==> config.mk <==
export PLATFORM = sky130hd
export DESIGN_NAME = uart_reg_bank
export DESIGN_NICKNAME = d
export VERILOG_FILES = /design/src/rtl/uart_reg_bank.sv
export SDC_FILE = /design/constraint.sdc
export NUM_CORES = 1
export LEC_CHECK = 0
export CORE_UTILIZATION = 50
export CTS_CLUSTER_DIAMETER = 40
export DETAILED_ROUTE_END_ITERATION = 16
export HOLD_SLACK_MARGIN = 0.06
export PLACE_DENSITY = 0.77
export SYNTH_ARGS = -nofsm -noshare
export SYNTH_HDL_FRONTEND = slang
export SYNTH_SLANG_ARGS = --single-unit
==> constraint.sdc <==
create_clock -name clk -period 3.65 [get_ports clk]
set_input_delay 0.73 -clock clk [delete_from_list [all_inputs] [get_ports clk]]
set_output_delay 0.73 -clock clk [all_outputs]
set_load 0.02 [all_outputs]
==> src/rtl/uart_reg_bank.sv <==
// UART register bank: APB-side register map, TX/RX byte FIFOs, baud divisor,
// sticky write-1-to-clear status and interrupt generation.
module uart_reg_bank #(
    parameter int unsigned ADDR_W    = 12,
    parameter int unsigned DATA_W    = 32,
    parameter int unsigned TX_DEPTH  = 8,
    parameter int unsigned RX_DEPTH  = 8,
    parameter int unsigned DIV_W     = 16,
    parameter int unsigned DIV_RESET = 54
) (
    input  logic              clk,
    input  logic              reset,
    input  logic [ADDR_W-1:0] waddr,
    input  logic [ADDR_W-1:0] raddr,
    input  logic [DATA_W-1:0] wdata,
    input  logic              pwrite,
    input  logic              pread,
    output logic [DATA_W-1:0] rdata,
    output logic              wadderr,
    output logic              radderr,
    output logic              tx_valid,
    output logic [7:0]        tx_data,
    input  logic              tx_ready,
    input  logic              tx_done,
    input  logic              rx_valid,
    input  logic [7:0]        rx_data,
    input  logic              parity_error,
    output logic [1:0]        data_bit_num,
    output logic              stop_bit_num,
    output logic              parity_en,
    output logic              parity_type,
    output logic [DIV_W-1:0]  baud_div,
    output logic              irq
);

    localparam int unsigned TX_PW = $clog2(TX_DEPTH);
    localparam int unsigned TX_CW = TX_PW + 1;
    localparam int unsigned RX_PW = $clog2(RX_DEPTH);
    localparam int unsigned RX_CW = RX_PW + 1;

    localparam logic [ADDR_W-1:0] ADDR_TX     = ADDR_W'(32'h000);
    localparam logic [ADDR_W-1:0] ADDR_RX     = ADDR_W'(32'h004);
    localparam logic [ADDR_W-1:0] ADDR_CFG    = ADDR_W'(32'h008);
    localparam logic [ADDR_W-1:0] ADDR_BAUD   = ADDR_W'(32'h00C);
    localparam logic [ADDR_W-1:0] ADDR_STATUS = ADDR_W'(32'h010);
    localparam logic [ADDR_W-1:0] ADDR_IER    = ADDR_W'(32'h014);
    localparam logic [ADDR_W-1:0] ADDR_LEVEL  = ADDR_W'(32'h018);

    logic [7:0]        tx_mem [TX_DEPTH];
    logic [TX_PW-1:0]  tx_wptr_q, tx_rptr_q;
    logic [TX_CW-1:0]  tx_cnt_q;
    logic [7:0]        rx_mem [RX_DEPTH];
    logic [RX_PW-1:0]  rx_wptr_q, rx_rptr_q;
    logic [RX_CW-1:0]  rx_cnt_q;

    logic [4:0]        cfg_q;
    logic [DIV_W-1:0]  baud_q;
    logic [8:0]        ier_q;
    logic [4:0]        sticky_q;
    logic [DATA_W-1:0] rdata_q;
    logic              wadderr_q, radderr_q, irq_q;

    logic wr_tx, wr_cfg, wr_baud, wr_stat, wr_ier, wr_bad;
    logic rd_rx, rd_hit, rd_bad;
    logic tx_empty, tx_full, tx_pop, tx_push, tx_ovf;
    logic rx_empty, rx_full, rx_pop, rx_push, rx_ovr, rx_unf;
    logic [4:0]        sticky_set, sticky_clr;
    logic [8:0]        status;
    logic [DATA_W-1:0] rd_val;
    logic              irq_d;
    logic              unused_wdata;

    assign wr_tx   = pwrite && (waddr == ADDR_TX);
    assign wr_cfg  = pwrite && (waddr == ADDR_CFG);
    assign wr_baud = pwrite && (waddr == ADDR_BAUD);
    assign wr_stat = pwrite && (waddr == ADDR_STATUS);
    assign wr_ier  = pwrite && (waddr == ADDR_IER);
    assign wr_bad  = pwrite && !(wr_tx || wr_cfg || wr_baud || wr_stat || wr_ier);

    assign rd_rx  = pread && (raddr == ADDR_RX);
    assign rd_bad = pread && !rd_hit;

    assign tx_empty = (tx_cnt_q == '0);
    assign tx_full  = (tx_cnt_q == TX_CW'(TX_DEPTH));
    assign rx_empty = (rx_cnt_q == '0);
    assign rx_full  = (rx_cnt_q == RX_CW'(RX_DEPTH));

    // A pop frees the slot a same-cycle push into a full FIFO needs.
    assign tx_pop  = !tx_empty && tx_ready;
    assign tx_push = wr_tx && (!tx_full || tx_pop);
    assign tx_ovf  = wr_tx && tx_full && !tx_pop;
    assign rx_pop  = rd_rx && !rx_empty;
    assign rx_push = rx_valid && (!rx_full || rx_pop);
    assign rx_ovr  = rx_valid && rx_full && !rx_pop;
    assign rx_unf  = rd_rx && rx_empty;

    assign sticky_set = {rx_unf, tx_ovf, rx_valid && parity_error, rx_ovr, tx_done};
    assign sticky_clr = wr_stat ? wdata[8:4] : 5'b0;
    assign status     = {sticky_q, rx_full, rx_empty, tx_full, tx_empty};

    assign irq_d = (|(sticky_q & ier_q[8:4])) || (ier_q[0] && tx_empty) ||
                   (ier_q[2] && !rx_empty);

    always_comb begin
        rd_val = '0;
        rd_hit = 1'b1;
        case (raddr)
            ADDR_TX:     rd_val = '0;
            ADDR_RX:     rd_val = rx_empty ? '0 : DATA_W'(rx_mem[rx_rptr_q]);
            ADDR_CFG:    rd_val = DATA_W'(cfg_q);
            ADDR_BAUD:   rd_val = DATA_W'(baud_q);
            ADDR_STATUS: rd_val = DATA_W'(status);
            ADDR_IER:    rd_val = DATA_W'(ier_q);
            ADDR_LEVEL:  rd_val = DATA_W'({8'(rx_cnt_q), 8'(tx_cnt_q)});
            default:     rd_hit = 1'b0;
        endcase
    end

    always_ff @(posedge clk) begin
        if (reset) begin
            tx_wptr_q <= '0;
            tx_rptr_q <= '0;
            tx_cnt_q  <= '0;
            rx_wptr_q <= '0;
            rx_rptr_q <= '0;
            rx_cnt_q  <= '0;
            cfg_q     <= '0;
            baud_q    <= DIV_W'(DIV_RESET);
            ier_q     <= '0;
            sticky_q  <= '0;
            rdata_q   <= '0;
            wadderr_q <= 1'b0;
            radderr_q <= 1'b0;
            irq_q     <= 1'b0;
        end else begin
            if (tx_push) tx_wptr_q <= tx_wptr_q + TX_PW'(1);
            if (tx_pop)  tx_rptr_q <= tx_rptr_q + TX_PW'(1);
            tx_cnt_q <= tx_cnt_q + TX_CW'(tx_push) - TX_CW'(tx_pop);
            if (rx_push) rx_wptr_q <= rx_wptr_q + RX_PW'(1);
            if (rx_pop)  rx_rptr_q <= rx_rptr_q + RX_PW'(1);
            rx_cnt_q <= rx_cnt_q + RX_CW'(rx_push) - RX_CW'(rx_pop);

            if (wr_cfg)  cfg_q  <= wdata[4:0];
            if (wr_baud) baud_q <= wdata[DIV_W-1:0];
            if (wr_ier)  ier_q  <= wdata[8:0];
            // Set after clear so a simultaneous event wins over W1C.
            sticky_q <= (sticky_q & ~sticky_clr) | sticky_set;

            if (pread) rdata_q <= rd_val;
            wadderr_q <= wr_bad;
            radderr_q <= rd_bad;
            irq_q     <= irq_d;
        end
    end

    always_ff @(posedge clk) begin
        if (tx_push) tx_mem[tx_wptr_q] <= wdata[7:0];
        if (rx_push) rx_mem[rx_wptr_q] <= rx_data;
    end

    assign unused_wdata = ^{wdata, 1'b0};

    assign rdata        = rdata_q;
    assign wadderr      = wadderr_q;
    assign radderr      = radderr_q;
    assign irq          = irq_q;
    assign tx_valid     = !tx_empty;
    assign tx_data      = tx_empty ? 8'h00 : tx_mem[tx_rptr_q];
    assign data_bit_num = cfg_q[1:0];
    assign stop_bit_num = cfg_q[2];
    assign parity_en    = cfg_q[3];
    assign parity_type  = cfg_q[4];
    assign baud_div     = baud_q;

endmodule

# After elaboration in Yosys (flattened, before gate mapping)
# Memory sizes are Yosys's and may differ from the RTL's. A register that Yosys moved wholly into a read port is not among the register bits.
# Cells that the tools add are included.
[op_classes]
muxes = 13
n_addsub = 8
n_bitwise = 4
eq_ne = 12
reduce_logical = 42
[op_table]
columns = ["cell", "n"]
rows = [
  ["$pmux 16 s6", 1],
  ["$eq 12x5->1 const B", 5],
  ["$eq 12x4->1 const B", 4],
  ["$logic_not 12->1", 2],
  ["$logic_and 1x1->1", 20],
  ["$mux 8", 2],
  ["$add 3x1->3 const B", 4],
  ["$eq 12x3->1 const B", 1],
  ["$mux 3", 4],
  ["$and 5x5->5", 2],
  ["$add 4x1->4", 2],
  ["$eq 4x4->1 const B", 2],
  ["$logic_not 1->1", 8],
  ["$logic_not 4->1", 2],
  ["$logic_or 1x1->1", 8],
  ["$sub 4x1->4", 2],
  ["$reduce_or 7->1", 1],
  ["$mux 1", 5],
  ["$mux 5", 1],
  ["$not 5->5", 1],
  ["$or 5x5->5", 1],
  ["$reduce_or 5->1", 1],
]
[totals]
mem_bits_rw = 128
word_cells = 95
input_bits = 72
n_memories = 2
register_bits = 90
output_inout_bits = 65
[memory_table]
columns = ["memory", "depth", "word_bits", "read_ports", "rd_ports_with_merged_regs", "wr", "line_no", "rtl"]
rows = [
  ["rx_mem", 8, 8, 1, 1, 1, "52", "logic [7:0] rx_mem [RX_DEPTH];"],
  ["tx_mem", 8, 8, 1, 1, 1, "49", "logic [7:0] tx_mem [TX_DEPTH];"],
]

# Logic depth before layout (Yosys ltp)
# Gate-level depths: netlist of the first run.
[depth]
word_depth = 8
ltp_mapped = 14
mapped_depth_nobuf = 13

# Worst setup path after synthesis of the first run
# Ideal clock, no wire load.
[synth_timing]
path_type = "in2reg"
from = "input raddr[4]"
to = "memory rx_mem[0][0] (enable)"
path_buffers = 1
setup_ns = 0.398
arrival_time_ns = 2.667
path_stages = 6
t_required_ns = 3.252
setup_slack_ns = 0.585
cell_sequence = "buf_2 -> nor3_2 -> nor3b_1 -> a31o_2 -> nand2b_1 -> nor4b_1"
[synth_between]
elab_chain_cells = 7
[synth_rtl]
columns = ["element", "line_no", "rtl"]
rows = [
  ["from (decl)", "14", "input logic [ADDR_W-1:0] raddr,"],
  ["$eq 12x3->1", "80", "assign rd_rx = pread && (raddr == ADDR_RX);"],
  ["$logic_and 1x1->1", "80", ""],
  ["$logic_and 1x1->1", "92", "assign rx_pop = rd_rx && !rx_empty;"],
  ["$logic_or 1x1->1", "93", "assign rx_push = rx_valid && (!rx_full || rx_pop);"],
  ["$logic_and 1x1->1", "93", ""],
  ["$mux 1", "158", "if (rx_push) rx_mem[rx_wptr_q] <= rx_data;"],
  ["$mux 1 (implied by the code)", "158", ""],
  ["to (decl)", "52", ""],
]
# No other way between the ends.

==> flow_summary_export.csv, run 1 <==
group,metric,value,unit
status,outcome,"finished clean",
setup_path,path_max_fanout,16,
synth,yosys-top-cells-count,"edfxtp_1 (128), dfxtp_1 (80), nor2_1 (77)",
synth,synth_top_cell_area_share,43.9,%
drt,drc,0,
setup_path,crit_path_top_delay_cell,"dfxtp_1",
synth,synth_largest_area_cell,"edfxtp_1",
floorplan,rows,48,
drt,antenna_left,0,
sta,finalMaxSlewViolations,0,
drt,drt-vias-per-instance,5.68,
sta,fin_setup_tns,0,ns
cts,clk_latency,0.52,ns
synth,yosys.area_share.adder,2.60,%
final_layout,regArea,0.00545,mm2
setup_path,end_kind,"output port",
synth,yosysMostFrequentCell,"edfxtp_1",
global_routing,antenna_found_initial,1,
synth,synth_edf_count,128,
floorplan,io_pins,137,
placement,place_area,0.0101,mm2
cts,cts-resized-gates,0,
setup_path,path_buf_inv,1,
synth,synthXorXnorAreaFrac,0.900,%
cts,numCtsBuffers,27,
synth,synth_top_family_by_area,"multiplexers",
sta,post-route-min-period,3.30,ns
run,cap_violations,0,
placement,placed_cells,968,
drt,drtIter0Drc,392,
floorplan,dieArea,0.0180,mm2
setup_path,regToRegSetupSlack,0.89,ns
drt,num_vias,5777,
setup_path,crit_arrival,2.57,ns
final_layout,multiInputGateArea,0.00304,mm2
setup_path,slowest_delay,0.80,ns
synth,synth_area,0.00876,mm2
cts,htreeDepth,1,
final_layout,antenna_cells,0,
cts,cts_tree,"yes",
setup_path,start_kind,"flop",
global_routing,grt_max_degree,36,
setup_path,crit_family,"flip-flops",
cts,cts_sinks,208,
synth,yosys_warnings,0,
final_layout,nets,861,
cts,post-cts-setup-buffers,0,
sta,grt_setup_unrepaired,"false",
cts,cts-root-buf,"clkbuf_16",
synth,ys_ff_latch,208,
final_layout,layoutNonFillerInstCount,1017,
floorplan,core,0.0172,mm2
synth,ys_top_cells_by_area,"edfxtp_1 (44%), dfxtp_1 (18%), mux4_2 (8.2%), mux2i_1 (4.6%), nor2_1 (3.3%)",
pwr,irDropWorstVdd,0.479,mV
final_layout,final_area,0.0109,mm2
floorplan,die_h,134,um
synth,synthCells,641,
worst_hold_path,hp-class,"flop to flop",
sta,setup_viol,0,
placement,place.gp.congestion,0.895,
final_layout,drive_gt1_share,16.2,%
synth,synthMuxAreaShare,14.1,%
pwr,power.leakage,0.00387,uW
sta,post-route-period-util,90.5,%
placement,port_buffers,104,
cts,hold_buffers,0,
global_routing,track_usage,22.5,%
synth,ys_types,59,
synth,synth-compound-area-share,5.53,%
floorplan,initial_core_util,51.0,%
synth,yosysSeqAreaShare,62.2,%
synth,synth_simple_gate_area_share,10.9,%
global_routing,grt_pass1_vias,5791,
cts,cts_max_path_buffers,3,
final_layout,final_core_util,63.7,%
global_routing,overflow,0,
drt,wire_per_inst,19.6,um
setup_path,required,2.92,ns
cts,clkTransAtPathRegs,0.06,ns
floorplan,die_x,134,um
synth,syn_area_per_cell,13.7,um2
final_layout,fillers,1275,
synth,async_reset_ff_share,0,%
setup_path,crit_chain,"mux4_2, mux2i_1, nor2_1, clkdlybuf4s50_1",
drt,dr.pass1.iters,7,
final_layout,syn_to_final_growth,24.9,%
sta,hold_viol_final,0,
pwr,pwr_density_cell,562,mW/mm2
setup_path,criticalPathCategory,"flop to output port",
synth,synth_ff_type,"edfxtp_1",
global_routing,grt_pass1_wl,30.8,mm
placement,place_hpwl,14.0,mm
sta,worst_slew_pin_slew,0.874,ns
sta,max_slew_margin,41.6,%
sta,fmax,303,MHz
drt,wl,20.0,mm
sta,clock_skew,0.00756,ns
-- cell families (layout without fill, tap and decap cells) --
kind of cell,after synthesis,in the layout
compound gates,67,67
xor+xnor,9,9
fa+ha+maj,17,17
buf+inv,65,201
flops,208,208
mux,82,82
other cells,1,16
simple gates,192,192
-- area by class of cell --
type                            instances  share of cell area (%)
Clock buffer                           30                    6.28
Clock inverter                         19                    1.41
Inverter                               18                   0.618
Multi-Input combinational cell        383                    27.8
Sequential cell                       208                    49.8
Tap cell                              225                    2.57
Timing Repair Buffer                  134                    11.5
-- per-stage QoR --
| step | hold slack [ns] | setup WS [ns] | total power [uW] |
|---|---|---|---|
| after detailed placement | 0.468 | 0.230 | 3760 |
| after global placement | 0.449 | 0.276 | 3720 |
| final | 0.485 | 0.348 | 6150 |
| after global routing | 0.522 | 0.227 | 6400 |
| after floorplan | 0.450 | 0.585 | 3380 |
| after CTS | 0.484 | 0.311 | 6200 |
-- sequential cells by signal (all words and copies together) (netlist names), named ones only --
| register | flops |
|---|---|
| wadderr | 1 |
| irq | 1 |
| rx_rptr_q | 3 |
| baud_div | 16 |
| tx_wptr_q | 3 |
| tx_cnt_q | 4 |
| rx_mem | 64 |
| ier_q | 9 |
| rx_cnt_q | 4 |
| tx_mem | 64 |
| rx_wptr_q | 3 |
| cfg_q | 5 |
| sticky_q | 5 |
| rdata | 16 |
| radderr | 1 |
| tx_rptr_q | 3 |
-- worst register-to-register path: stages, from the launching register on --
cell	delay, ns
dfxtp_1	0.32
inv_1	0.11
ha_1	0.16
nor3b_1	0.30
o21ai_0	0.19
buf_4	0.18
nand2_1	0.26
ha_1	0.26
inv_1	0.06
ha_1	0.26
a21o_1	0.17
a21oi_1	0.18
xnor2_1	0.14
nor2_1	0.05
-- cell usage in the layout (no fill, tap or decap), types with 4 or more instances in the layout --
cell,n
a211oi_1,4
o21a_1,5
mux2_2,10
dfxtp_1,80
nand3_1,16
nand2_1,36
a22oi_1,12
buf_4,30
a222oi_1,5
clkdlybuf4s50_1,103
clkbuf_16,27
nor2_1,77
o21ai_0,7
nor3_1,12
clkinv_2,7
and3_1,7
mux4_2,32
nor3b_1,5
conb_1,16
inv_1,18
xor2_1,7
inv_6,6
nand2b_1,4
mux2i_1,40
nor2b_1,5
edfxtp_1,128
a21oi_1,10
ha_1,15
a31oi_1,4
-- routing by layer --
metal | GRT usage (%) | share of wire, % | vias up
met2 | 39.9 | 51 | 219
met1 | 26.7 | 39 | 2851
met3 | 4.50 | 6.1 | 59
met5 | 0 | 0.055 | -
met4 | 9.49 | 3.4 | 2
li1 | - | - | 2646
-- report_power, final --
part	internal [uW]	switching, uW
clock network	1450	994
registers	2590	78.7
logic	499	539
total	4530	1610
-- final timing paths --
check | startpoint | to | cells after the start
max | flop | tx_data[7] | 4
max reg2reg | tx_cnt_q[2]$_SDFF_PP0_ | tx_cnt_q[3]$_SDFF_PP0_ | 13
min reg2reg | tx_rptr_q[1]$_SDFFE_PP0N_ | flop | 2
min | tx_rptr_q[1]$_SDFFE_PP0N_ | flop | 2
Note: power is estimated with default switching activity, not from simulation.
==> run 2, diff against run 1 <==
--- a/config.mk
+++ b/config.mk
@@ -5,6 +5,7 @@
 export SDC_FILE = /design/constraint.sdc
 export NUM_CORES = 1
 export LEC_CHECK = 0
+export ABC_CLOCK_PERIOD_IN_PS = 3650
 export CORE_UTILIZATION = 50
 export CTS_CLUSTER_DIAMETER = 40
 export DETAILED_ROUTE_END_ITERATION = 16
==> constraint.sdc (replaced) <==
create_clock -name clk -period 3.65 [get_ports clk]
set_input_delay 0.5475 -clock clk [delete_from_list [all_inputs] [get_ports clk]]
set_output_delay 0.5475 -clock clk [all_outputs]
set_load 0.02 [all_outputs]
==> flow_summary_export.csv, run 2 (synthesis results as in run 1) <==
group,metric,value,unit
status,outcome,"finished clean",
drt,drtIter0Drc,353,
final_layout,final_area,0.0110,mm2
cts,hold_buffers,0,
setup_path,r2r_end,"tx_cnt_q[2]$_SDFF_PP0_",
pwr,pwr-share-clk,42.3,%
floorplan,die_x,134,um
global_routing,grt_pass1_vias,5803,
cts,cts-resized-gates,0,
sta,setup_viol,0,
drt,drt-vias-per-instance,5.62,
setup_path,crit_arrival,2.62,ns
cts,cts_max_path_buffers,3,
setup_path,path_max_fanout,16,
final_layout,syn_to_final_growth,25.8,%
pwr,irDropWorstVdd,0.478,mV
sta,max_slew_margin,38.0,%
setup_path,endpoint,"tx_data[6]",
global_routing,grt_pass1_wl,31.3,mm
placement,port_buffers,104,
cts,clkTransAtPathRegs,0.06,ns
cts,numCtsBuffers,26,
sta,fin_setup_tns,0,ns
final_layout,mostFrequentLayoutCells,"edfxtp_1 (128), clkdlybuf4s50_1 (103), dfxtp_1 (80), nor2_1 (77), mux2i_1 (40)",
drt,antenna_left,0,
setup_path,crit_path_top_delay_cell,"dfxtp_1",
drt,wl,20.1,mm
pwr,power.leakage,0.00388,uW
floorplan,dieArea,0.0180,mm2
sta,post-route-period-util,86.8,%
worst_hold_path,hp-class,"flop to flop",
drt,drc,0,
final_layout,nets,857,
placement,place_area,0.0101,mm2
pwr,finalPower,6430,uW
pwr,internal_power,4810,uW
sta,fmax,316,MHz
setup_path,slowest_delay,0.83,ns
global_routing,overflow,0,
setup_path,criticalPathCategory,"flop to output port",
cts,post-cts-setup-buffers,0,
cts,cts_sinks,208,
cts,cts-root-buf,"clkbuf_16",
sta,finalMaxSlewViolations,0,
setup_path,start_kind,"flop",
global_routing,grt_max_degree,40,
setup_path,reg2reg_depth,13,
floorplan,die_h,134,um
floorplan,io_pins,137,
final_layout,reg_top3,"rx_mem (64), tx_mem (64)",
pwr,p_seq_share,41.5,%
placement,place_hpwl,14.3,mm
pwr,p_sw_share,25.2,%
pwr,combPwrFrac,16.3,%
sta,worst_slew_pin_slew,0.922,ns
global_routing,antenna_found_initial,1,
sta,hold_viol_final,0,
final_layout,final_common_cell,"edfxtp_1",
drt,dr.pass1.iters,5,
global_routing,track_usage,22.9,%
cts,clk_latency,0.51,ns
drt,num_vias,5695,
setup_path,required,3.10,ns
floorplan,initial_core_util,51.0,%
floorplan,core,0.0172,mm2
sta,grt_setup_unrepaired,"false",
setup_path,regToRegSetupSlack,0.89,ns
cts,htreeDepth,1,
drt,wire_per_inst,19.8,um
setup_path,crit_chain,"mux4_2, mux2i_1, nor2_1, clkdlybuf4s50_1",
placement,place.gp.congestion,0.874,
setup_path,end_kind,"output port",
floorplan,rows,48,
pwr,pwr_density_cell,584,mW/mm2
sta,clock_skew,0.00842,ns
pwr,netSwitchingPower,1620,uW
cts,cts_tree,"yes",
run,cap_violations,0,
final_layout,drive_gt1_share,15.8,%
setup_path,rr_startpoint,"tx_cnt_q[2]$_SDFF_PP0_",
sta,post-route-min-period,3.17,ns
[run 2: through the flow]
step | setup WS [ns] | hold WS [ns] | utilization [%] | std cells
after detailed placement | 0.371 | 0.458 | 58.7 | 965
after global routing | 0.364 | 0.515 | 64.1 | 1013
after floorplan | 0.768 | 0.450 | - | 656
final | 0.481 | 0.483 | 64.1 | 1013
after global placement | 0.426 | 0.452 | 58.7 | 965
after CTS | 0.468 | 0.488 | 64.1 | 1012
[run 2: final cells by class]
| type | instances | area [um2] |
|---|---|---|
| Antenna cell | 1 | 2.50 |
| Clock buffer | 29 | 683 |
| Clock inverter | 18 | 256 |
| Fill cell | 1243 | 6160 |
| Inverter | 18 | 67.6 |
| Multi-Input combinational cell | 383 | 3040 |
| Sequential cell | 208 | 5450 |
| Tap cell | 225 | 282 |
| Timing Repair Buffer | 131 | 1240 |
[run 2: how the worst min path moves through the flow]
stage / from / end / slack [ns] / cells after the start
6_report: rdata[4]$_SDFFE_PP0P_ / rdata[4]$_SDFFE_PP0P_ / 0.48 / 2
5_1_grt: rdata[1]$_SDFFE_PP0P_ / rdata[1]$_SDFFE_PP0P_ / 0.51 / 2
3_3_place_gp: rdata[4]$_SDFFE_PP0P_ / rdata[4]$_SDFFE_PP0P_ / 0.45 / 2
2_1_floorplan: rx_rptr_q[1]$_SDFFE_PP0N_ / flop / 0.45 / 2
4_1_cts: rdata[1]$_SDFFE_PP0P_ / rdata[1]$_SDFFE_PP0P_ / 0.49 / 2
3_5_place_dp: rdata[1]$_SDFFE_PP0P_ / rdata[1]$_SDFFE_PP0P_ / 0.46 / 2
[run 2: power by group through the flow]
stage               registers [uW]  logic (uW)  clock network [uW]
floorplan                     2680         700                   0
global placement              2710        1010                   0
detailed placement            2710        1050                   0
CTS                           2660        1060                2750
global route                  2680        1150                2850
finish                        2670        1050                2720
[run 2: per-layer routing]
layer / wire [um] / global-route usage [%]
met5: 0 / 0
met3: 1070 / 4.65
met1: 7900 / 26.8
met4: 459 / 7.87
met2: 10700 / 41.6
[run 2: worst max-delay path: cells and delay by family, from the launching register on]
kind | cells | cell delay [ns]
muxes | 2 | 0.66
buffers and inverters | 1 | 0.55
DFF | 1 | 0.83
and+or+nand+nor | 1 | 0.07
